[src/rtl/fdivsqrt_iter_ctrl_if.sv]
// Handshake bundle between the Execute/Memory pipeline control and the
// divide/square-root iteration controller.
//   master : pipeline side. It drives StartE, SpecialCaseE, CyclesE, StallM
//            and FlushE.
//   slave  : controller side. It drives ReadyE, InitE, IterEn, BusyE, DoneM
//            and CycleCnt.
interface fdivsqrt_iter_ctrl_if #(
  parameter int CNT_W = 7
);
  logic             StartE;
  logic             SpecialCaseE;
  logic [CNT_W-1:0] CyclesE;
  logic             StallM;
  logic             FlushE;
  logic             ReadyE;
  logic             InitE;
  logic             IterEn;
  logic             BusyE;
  logic             DoneM;
  logic [CNT_W-1:0] CycleCnt;

  modport master (
    output StartE, SpecialCaseE, CyclesE, StallM, FlushE,
    input  ReadyE, InitE, IterEn, BusyE, DoneM, CycleCnt
  );

  modport slave (
    input  StartE, SpecialCaseE, CyclesE, StallM, FlushE,
    output ReadyE, InitE, IterEn, BusyE, DoneM, CycleCnt
  );
endinterface

[src/rtl/fdivsqrt_iter_ctrl.sv]
// Iteration controller for the radix-2 divide/square-root recurrence.
//
// The controller accepts an operation from Execute and loads the initial
// datapath values. It then enables the recurrence registers for the required
// number of cycles. When the recurrence finishes, it holds the result until
// Memory is no longer stalled.
//
// Ports
//   clk, resetn : clock and asynchronous active-low reset.
//   bus.slave   : StartE, SpecialCaseE, CyclesE, StallM and FlushE come in.
//                 ReadyE, InitE, IterEn, BusyE, DoneM and CycleCnt go out.
module fdivsqrt_iter_ctrl #(
  parameter int CNT_W      = 7,
  parameter int MAX_CYCLES = 64
) (
  input  logic                 clk,
  input  logic                 resetn,
  fdivsqrt_iter_ctrl_if.slave  bus
);

  localparam logic [CNT_W-1:0] MAX_CNT = CNT_W'(MAX_CYCLES);

  typedef enum logic [1:0] {IDLE, BUSY, DONE} state_t;

  state_t           state;
  logic [CNT_W-1:0] cnt;
  logic             accept;

  function automatic logic [CNT_W-1:0] clamp_cycles(input logic [CNT_W-1:0] c);
    return (c > MAX_CNT) ? MAX_CNT : c;
  endfunction

  // Accept is qualified by resetn so that InitE/IterEn stay low while reset is
  // asserted, even if StartE happens to be high.
  assign accept = resetn && (state == IDLE) && bus.StartE && !bus.FlushE;

  // InitE and IterEn must act in the accept cycle itself, so they are
  // combinational. The status outputs come only from the registered state.
  assign bus.InitE    = accept;
  assign bus.IterEn   = accept || ((state == BUSY) && !bus.FlushE);
  assign bus.ReadyE   = (state == IDLE);
  assign bus.BusyE    = (state != IDLE);
  assign bus.DoneM    = (state == DONE);
  assign bus.CycleCnt = cnt;

  always_ff @(posedge clk or negedge resetn) begin
    if (!resetn) begin
      state <= IDLE;
      cnt   <= '0;
    end else if (bus.FlushE) begin
      state <= IDLE;
      cnt   <= '0;
    end else begin
      case (state)
        IDLE: begin
          if (bus.StartE) begin
            if (bus.SpecialCaseE || (bus.CyclesE == '0)) begin
              state <= DONE;
              cnt   <= '0;
            end else begin
              state <= BUSY;
              cnt   <= clamp_cycles(bus.CyclesE);
            end
          end
        end
        BUSY: begin
          // A count of 1 means this cycle applies the final step. Testing <=1
          // also protects against underflow if the count were ever 0 here.
          if (cnt <= CNT_W'(1)) begin
            state <= DONE;
            cnt   <= '0;
          end else begin
            cnt <= cnt - CNT_W'(1);
          end
        end
        DONE: begin
          cnt <= '0;
          if (!bus.StallM) state <= IDLE;
        end
        default: begin
          state <= IDLE;
          cnt   <= '0;
        end
      endcase
    end
  end

endmodule
[src/flat_wrapper.sv]
// flat-port wrapper written by rule: the top's interface ports become plain ports
module fdivsqrt_iter_ctrl_flat 
#(
  parameter int CNT_W      = 7,
  parameter int MAX_CYCLES = 64
)
  (clk, resetn, bus_StartE, bus_SpecialCaseE, bus_CyclesE, bus_StallM, bus_FlushE, bus_ReadyE, bus_InitE, bus_IterEn, bus_BusyE, bus_DoneM, bus_CycleCnt);
  fdivsqrt_iter_ctrl_if #(.CNT_W(CNT_W)) bus_i ();
  input  logic clk;
  input  logic resetn;
  input wire logic [$bits(bus_i.StartE)-1:0] bus_StartE;
  input wire logic [$bits(bus_i.SpecialCaseE)-1:0] bus_SpecialCaseE;
  input wire logic [$bits(bus_i.CyclesE)-1:0] bus_CyclesE;
  input wire logic [$bits(bus_i.StallM)-1:0] bus_StallM;
  input wire logic [$bits(bus_i.FlushE)-1:0] bus_FlushE;
  output wire logic [$bits(bus_i.ReadyE)-1:0] bus_ReadyE;
  output wire logic [$bits(bus_i.InitE)-1:0] bus_InitE;
  output wire logic [$bits(bus_i.IterEn)-1:0] bus_IterEn;
  output wire logic [$bits(bus_i.BusyE)-1:0] bus_BusyE;
  output wire logic [$bits(bus_i.DoneM)-1:0] bus_DoneM;
  output wire logic [$bits(bus_i.CycleCnt)-1:0] bus_CycleCnt;
  assign bus_i.StartE = bus_StartE;
  assign bus_i.SpecialCaseE = bus_SpecialCaseE;
  assign bus_i.CyclesE = bus_CyclesE;
  assign bus_i.StallM = bus_StallM;
  assign bus_i.FlushE = bus_FlushE;
  assign bus_ReadyE = bus_i.ReadyE;
  assign bus_InitE = bus_i.InitE;
  assign bus_IterEn = bus_i.IterEn;
  assign bus_BusyE = bus_i.BusyE;
  assign bus_DoneM = bus_i.DoneM;
  assign bus_CycleCnt = bus_i.CycleCnt;
  fdivsqrt_iter_ctrl #(.CNT_W(CNT_W), .MAX_CYCLES(MAX_CYCLES)) u_core (.clk(clk), .resetn(resetn), .bus(bus_i));
endmodule
[config.mk]
export PLATFORM = sky130hd
export DESIGN_NAME = fdivsqrt_iter_ctrl_flat
export DESIGN_NICKNAME = d
export VERILOG_FILES = /design/src/rtl/fdivsqrt_iter_ctrl_if.sv /design/src/rtl/fdivsqrt_iter_ctrl.sv /design/src/flat_wrapper.sv
export SDC_FILE = /design/constraint.sdc
export NUM_CORES = 1
export LEC_CHECK = 0
export ABC_CLOCK_PERIOD_IN_PS = 2200
export CAP_MARGIN = 20
export CORE_MARGIN = 3
export CORE_UTILIZATION = 42
export CTS_CLUSTER_DIAMETER = 30
export CTS_CLUSTER_SIZE = 14
export DETAILED_ROUTE_END_ITERATION = 8
export PLACE_DENSITY = 0.77
export SLEW_MARGIN = 20
export SYNTH_ARGS = -nofsm -noshare
export SYNTH_HDL_FRONTEND = slang
export SYNTH_SLANG_ARGS = --single-unit
[constraint.sdc]
create_clock -name clk -period 2.2 [get_ports clk]
set_clock_uncertainty 0.2 [all_clocks]
set_input_delay 0.33 -clock clk [delete_from_list [all_inputs] [get_ports clk]]
set_output_delay 0.33 -clock clk [all_outputs]
set_load 0.01 [all_outputs]
After elaboration in Yosys (flattened, before gate mapping)
Cells that the tools add are included.
{"block": "word_totals", "reg_bits": 9, "latch_bits": 0, "ram_bits": 0, "mem_bits_ro": 0, "input_bits": 13, "output_inout_bits": 12, "word_cells": 33, "memories": 0}
{"block": "op_classes", "add_sub_neg": 1, "multipliers": 0, "div": 0, "magnitude_cmp": 2, "n_eq_ne": 5, "shift": 0, "n_mux": 12, "bitwise": 0, "reduce_logical": 11}
{"op": "$mux W7", "n": 5}
{"op": "$pmux W7 S2", "n": 1}
{"op": "$mux W2", "n": 5}
{"op": "$ne A3 B3 Y1 const B", "n": 3}
{"op": "$gt A7 B7 Y1 const B", "n": 1}
{"op": "$le A7 B1 Y1 const B", "n": 1}
{"op": "$logic_not A7 Y1", "n": 1}
{"op": "$sub A7 B1 Y7 const B", "n": 1}
{"op": "$pmux W2 S3", "n": 1}
{"op": "$logic_and A1 B1 Y1", "n": 4}
{"op": "$reduce_and A3 Y1", "n": 1}
{"op": "$eq A2 B1 Y1 const B", "n": 1}
{"op": "$eq A2 B2 Y1 const B", "n": 1}
{"op": "$logic_not A2 Y1", "n": 1}
{"op": "$logic_or A1 B1 Y1", "n": 2}
{"op": "$reduce_bool A2 Y1", "n": 1}
{"op": "$logic_not A1 Y1", "n": 1}

Logic depth before layout (Yosys ltp)
{"block": "depth", "ltp_word": 6, "depth_mapped": 6, "ltp_nobuf": 6}

Least setup slack after synthesis
OpenSTA, ideal clock, no wires.
{"block": "synth_timing", "path_kind": "reg2reg", "from": "register u_core.cnt[4], in the netlist u_core.bus.CycleCnt[4]", "to": "register u_core.cnt[5], in the netlist u_core.bus.CycleCnt[5]", "setup_ns": 0.118, "arrival_time_ns": 1.620, "required_ns": 1.882, "path_slack_ns": 0.262, "path_stages_with_launch": 5, "path_buffers": 0, "period_less_slack_ns": 1.938, "cell_sequence": "dfrtp_1 -> or4_4 -> o31ai_4 -> o21bai_1 -> a21o_1"}
{"block": "synth_between", "elab_chain_cells": 4, "elab_cells_between_ends": 5, "cone_classes": "add/sub (1); order compare (1); mux (3)"}
{"item": "start, declared", "line": "fdivsqrt_iter_ctrl.sv:26", "rtl": "logic [CNT_W-1:0] cnt;"}
{"item": "start signal, assigned", "line": "fdivsqrt_iter_ctrl.sv:62", "rtl": "cnt <= clamp_cycles(bus.CyclesE);"}
{"item": "start signal, assigned", "line": "fdivsqrt_iter_ctrl.sv:73", "rtl": "cnt <= cnt - CNT_W'(1);"}
{"item": "$sub A7 B1 Y7 or $le A7 B1 Y1 (tied branches)", "line": "fdivsqrt_iter_ctrl.sv:73, fdivsqrt_iter_ctrl.sv:69"}
{"item": "$mux W7 (*)", "line": "fdivsqrt_iter_ctrl.sv:69", "rtl": "if (cnt <= CNT_W'(1)) begin"}
{"item": "$pmux W7 S2 (*)", "line": "fdivsqrt_iter_ctrl.sv:54", "rtl": "case (state)"}
{"item": "$mux W7 (*)", "line": "fdivsqrt_iter_ctrl.sv:50", "rtl": "end else if (bus.FlushE) begin"}
Every way passes the cells marked *; elsewhere a longest branch is shown, timed or not.
A chain may end at the register's enable or synchronous reset.

Worst setup path after layout
{"block": "layout_timing", "from": "register u_core.state[0]", "to": "output port bus_DoneM"}
{"block": "layout_between", "elab_chain_cells": 1}
{"item": "start, declared", "line": "fdivsqrt_iter_ctrl.sv:25", "rtl": "state_t state;"}
{"item": "start signal, assigned", "line": "fdivsqrt_iter_ctrl.sv:48", "rtl": "state <= IDLE;"}
{"item": "start signal, assigned", "line": "fdivsqrt_iter_ctrl.sv:51", "rtl": "state <= IDLE;"}
{"item": "start signal, assigned", "line": "fdivsqrt_iter_ctrl.sv:58", "rtl": "state <= DONE;"}
{"item": "$eq A2 B2 Y1", "line": "fdivsqrt_iter_ctrl.sv:43", "rtl": "assign bus.DoneM = (state == DONE);"}
{"item": "end, declared", "line": "flat_wrapper.sv:20", "rtl": "output wire logic [$bits(bus_i.DoneM)-1:0] bus_DoneM;"}
Every way passes these cells.

==> results.tsv <==
stage	metric	value	unit
worst_setup_path	cp_slowest_cell	clkdlybuf4s50_1	
power_and_ir_drop	max-vdd-ir-drop	0.300	mV
clocking	htreeDepth	1	
floorplan	num_rows	13	
worst_setup_path	crit_family	buffers and inverters	
flow_run	drv_cap	0	
grt	antenna_found_initial	0	
sta	slew_headroom	73.0	%
route	drt-vias-per-instance	5.69	
worst_setup_path	path_max_fanout	8	
worst_setup_path	path_buf_inv	2	
synth	ys_async_sr_fraction	100	%
synth	ys_seq_elements	9	
floorplan	core-area	1370	um2
worst_setup_path	path_cells	buf_4 > nor2_1 > clkdlybuf4s50_1	
clocking	cts_buffers	3	
synth	synth_area	644	um2
clocking	cts-root-buf	clkbuf_4	
route	wl_per_cell	15.3	um
synth	syn_avg_cell_area	9.08	um2
synth	synth_top_flop_cell	dfrtp_1	
layout	multi_input_area	393	um2
layout	final_layout_size_suffix_gt1_share	22.1	%
grt	grt_pass1_wl	3340	um
clocking	cts.sinks	9	
sta	rsz0062_at_grt	false	
grt	grt_pass1_vias	760	
worst_setup_path	cp.required	1670	ps
sta	period_needed	2050	ps
power_and_ir_drop	p_per_area	468	nW/um2
route	drtIter0Drc	21	
placed_design	dp_hpwl	1630	um
grt	busiest_layer	met2	
floorplan	die_y	45.2	um
sta	fmax	0.488	GHz
floorplan	dieArea	2040	um2
floorplan	fp.dieW	45.2	um
power_and_ir_drop	p_leak	0.483	nW
power_and_ir_drop	finalPower	0.000482	W
worst_setup_path	critPathCaptureType	primary output	
clocking	cts_tree	done	
synth	yosysTopAreaCell	dfrtp_1	
layout	nNetsFinal	129	
floorplan	start_util	47.2	%
clocking	post-cts-setup-buffers	0	
synth	syn_inst	71	
synth	netlist.area_leader.share	35.0	%
synth	synth_edf_count	0	
sta	hold_viol	0	
layout	finalInstanceArea	1030	um2
synth	synth-seq-area-share	35.0	%
grt	use_met2	37.0	%
synth	synth_commonest_cells	dfrtp_1 (9), inv_1 (7), nor2_1 (6)	
layout	n_antenna_cell	0	
synth	synthTopCellsByArea	dfrtp_1 (35%), inv_1 (4.1%), a32oi_1 (4.1%)	
layout	syn_to_final_growth	59.8	%
sta	tightest_slew	401	ps
grt	grtUsageMet3	5.18	%
clocking	clock_latency	260	ps
worst_setup_path	critPathKind	register to primary output	
worst_hold_path	hp-class	input port to async pin	
grt	grt_overflow	0	
worst_setup_path	slowest_delay	560	ps
placed_design	place_area	1010	um2
synth	yosysWarnings	0	
route	drcViolationCount	0	
sta	drv_slew	0	
synth	yosysMostFrequentCell	dfrtp_1	
synth	synth_cell_types	34	
worst_setup_path	cp.arrival	1520	ps
sta	tns	0	ps
sta	fin_crit_sh	93.1	%
synth	synth_nets	86	
clocking	cts_hold_buf	0	
grt	use_met1	28.5	%
layout	n_fill_cell	110	
route	vias	728	
clocking	cts_buffer_depth	2	
floorplan	ios	25	
run_status	outcome	finished, final reports clean	
worst_setup_path	startpoint_type	register	
route	dr.pass1.iters	4	
layout	final_util	75.4	%
clocking	clkTransAtPathRegs	70	ps
placed_design	gp_congestion	0.912	
grt	grt_usage	22.9	%
route	wl	1960	um
grt	grt_max_degree	10	
sta	setup_violations	0	
layout	regArea	225	um2
placed_design	portBuffers	24	
route	ant_nets	0	
[cells in the final DEF (no fill, tap or decap), types with 2 or more instances in the layout]
| cell | synthesis | layout |
|---|---|---|
| a22oi_1 | 2 | 2 |
| a32oi_1 | 3 | 3 |
| buf_4 | 0 | 14 |
| clkbuf_4 | 0 | 3 |
| clkdlybuf4s50_1 | 0 | 20 |
| dfrtp_1 | 9 | 9 |
| dlygate4sd2_1 | 0 | 2 |
| ha_1 | 2 | 2 |
| inv_1 | 7 | 7 |
| nand2_1 | 3 | 3 |
| nor2_1 | 6 | 6 |
| nor3_1 | 4 | 4 |
| o211ai_1 | 2 | 2 |
| o21ai_0 | 5 | 5 |
| o2bb2ai_1 | 2 | 2 |
| or2_2 | 2 | 2 |
| or3_1 | 2 | 2 |
| or4_1 | 2 | 2 |
[final timing paths]
check	slack, ps	cells after the start	end	startpoint
setup / recovery	150	3	bus_DoneM	u_core.state[0]
hold / removal	270	2	u_core.bus.CycleCnt[1]	resetn
setup reg to reg	210	5	u_core.bus.CycleCnt[5]	u_core.bus.CycleCnt[3]
hold reg to reg	340	1	u_core.bus.CycleCnt[5]	u_core.bus.CycleCnt[5]
max in group asynchronous	1380	2	u_core.state[1]	resetn
min in group clk	340	1	u_core.bus.CycleCnt[5]	u_core.bus.CycleCnt[5]
[where the power goes]
part           switching (W)  internal (W)
Combinational      0.0000774     0.0000902
Clock              0.0000598     0.0000699
Sequential         0.0000102      0.000174
Total               0.000147      0.000335
[final cells by class]
cell class,count,share of cell area [%]
multi-input combinational,55,38.2
timing repair buffer,38,33.0
sequential,9,21.9
clock buffer,4,2.55
inverter,7,2.55
tap,15,1.82
[per-stage QoR]
step,std cells,setup slack [ps],hold slack [ps]
6_report,128,152,272
4_1_cts,128,14.2,277
2_1_floorplan,71,262,-166
3_5_place_dp,124,-249,335
5_1_grt,128,66.9,299
3_3_place_gp,124,-224,328
[flip-flops by register name (all words and copies together), names as in the netlist]
register             count
u_core.state             2
u_core.bus.CycleCnt      7
[routing by layer]
metal / part of all wire (%) / vias to the layer above
li1: - / 355
met5: 0 / -
met1: 44 / 339
met2: 47 / 30
met4: 1.7 / 0
met3: 6.4 / 4
[worst reg2reg max path, delay by kind of cell, from the launching register on]
kind            cells  cell delay, ps
simple gates        1             570
compound gates      3             500
buf+inv             1             180
flops               1             420
[what timing repair did]
item | CTS | global route
endpoints found under the setup margin | 3 | 2
endpoints found under the hold margin | 0 | 0
gates resized for setup | 3 | 3
pin swaps | 0 | 0
[cell families after synthesis]
kind of cell	Yosys count	share of synthesized area, %
fa+ha+maj	2	3.88
simple gates	30	28.5
buf+inv	7	4.08
flops	9	35.0
compound gates	22	27.2
xor+xnor	1	1.36
Note: power is estimated with default switching activity, not from simulation.
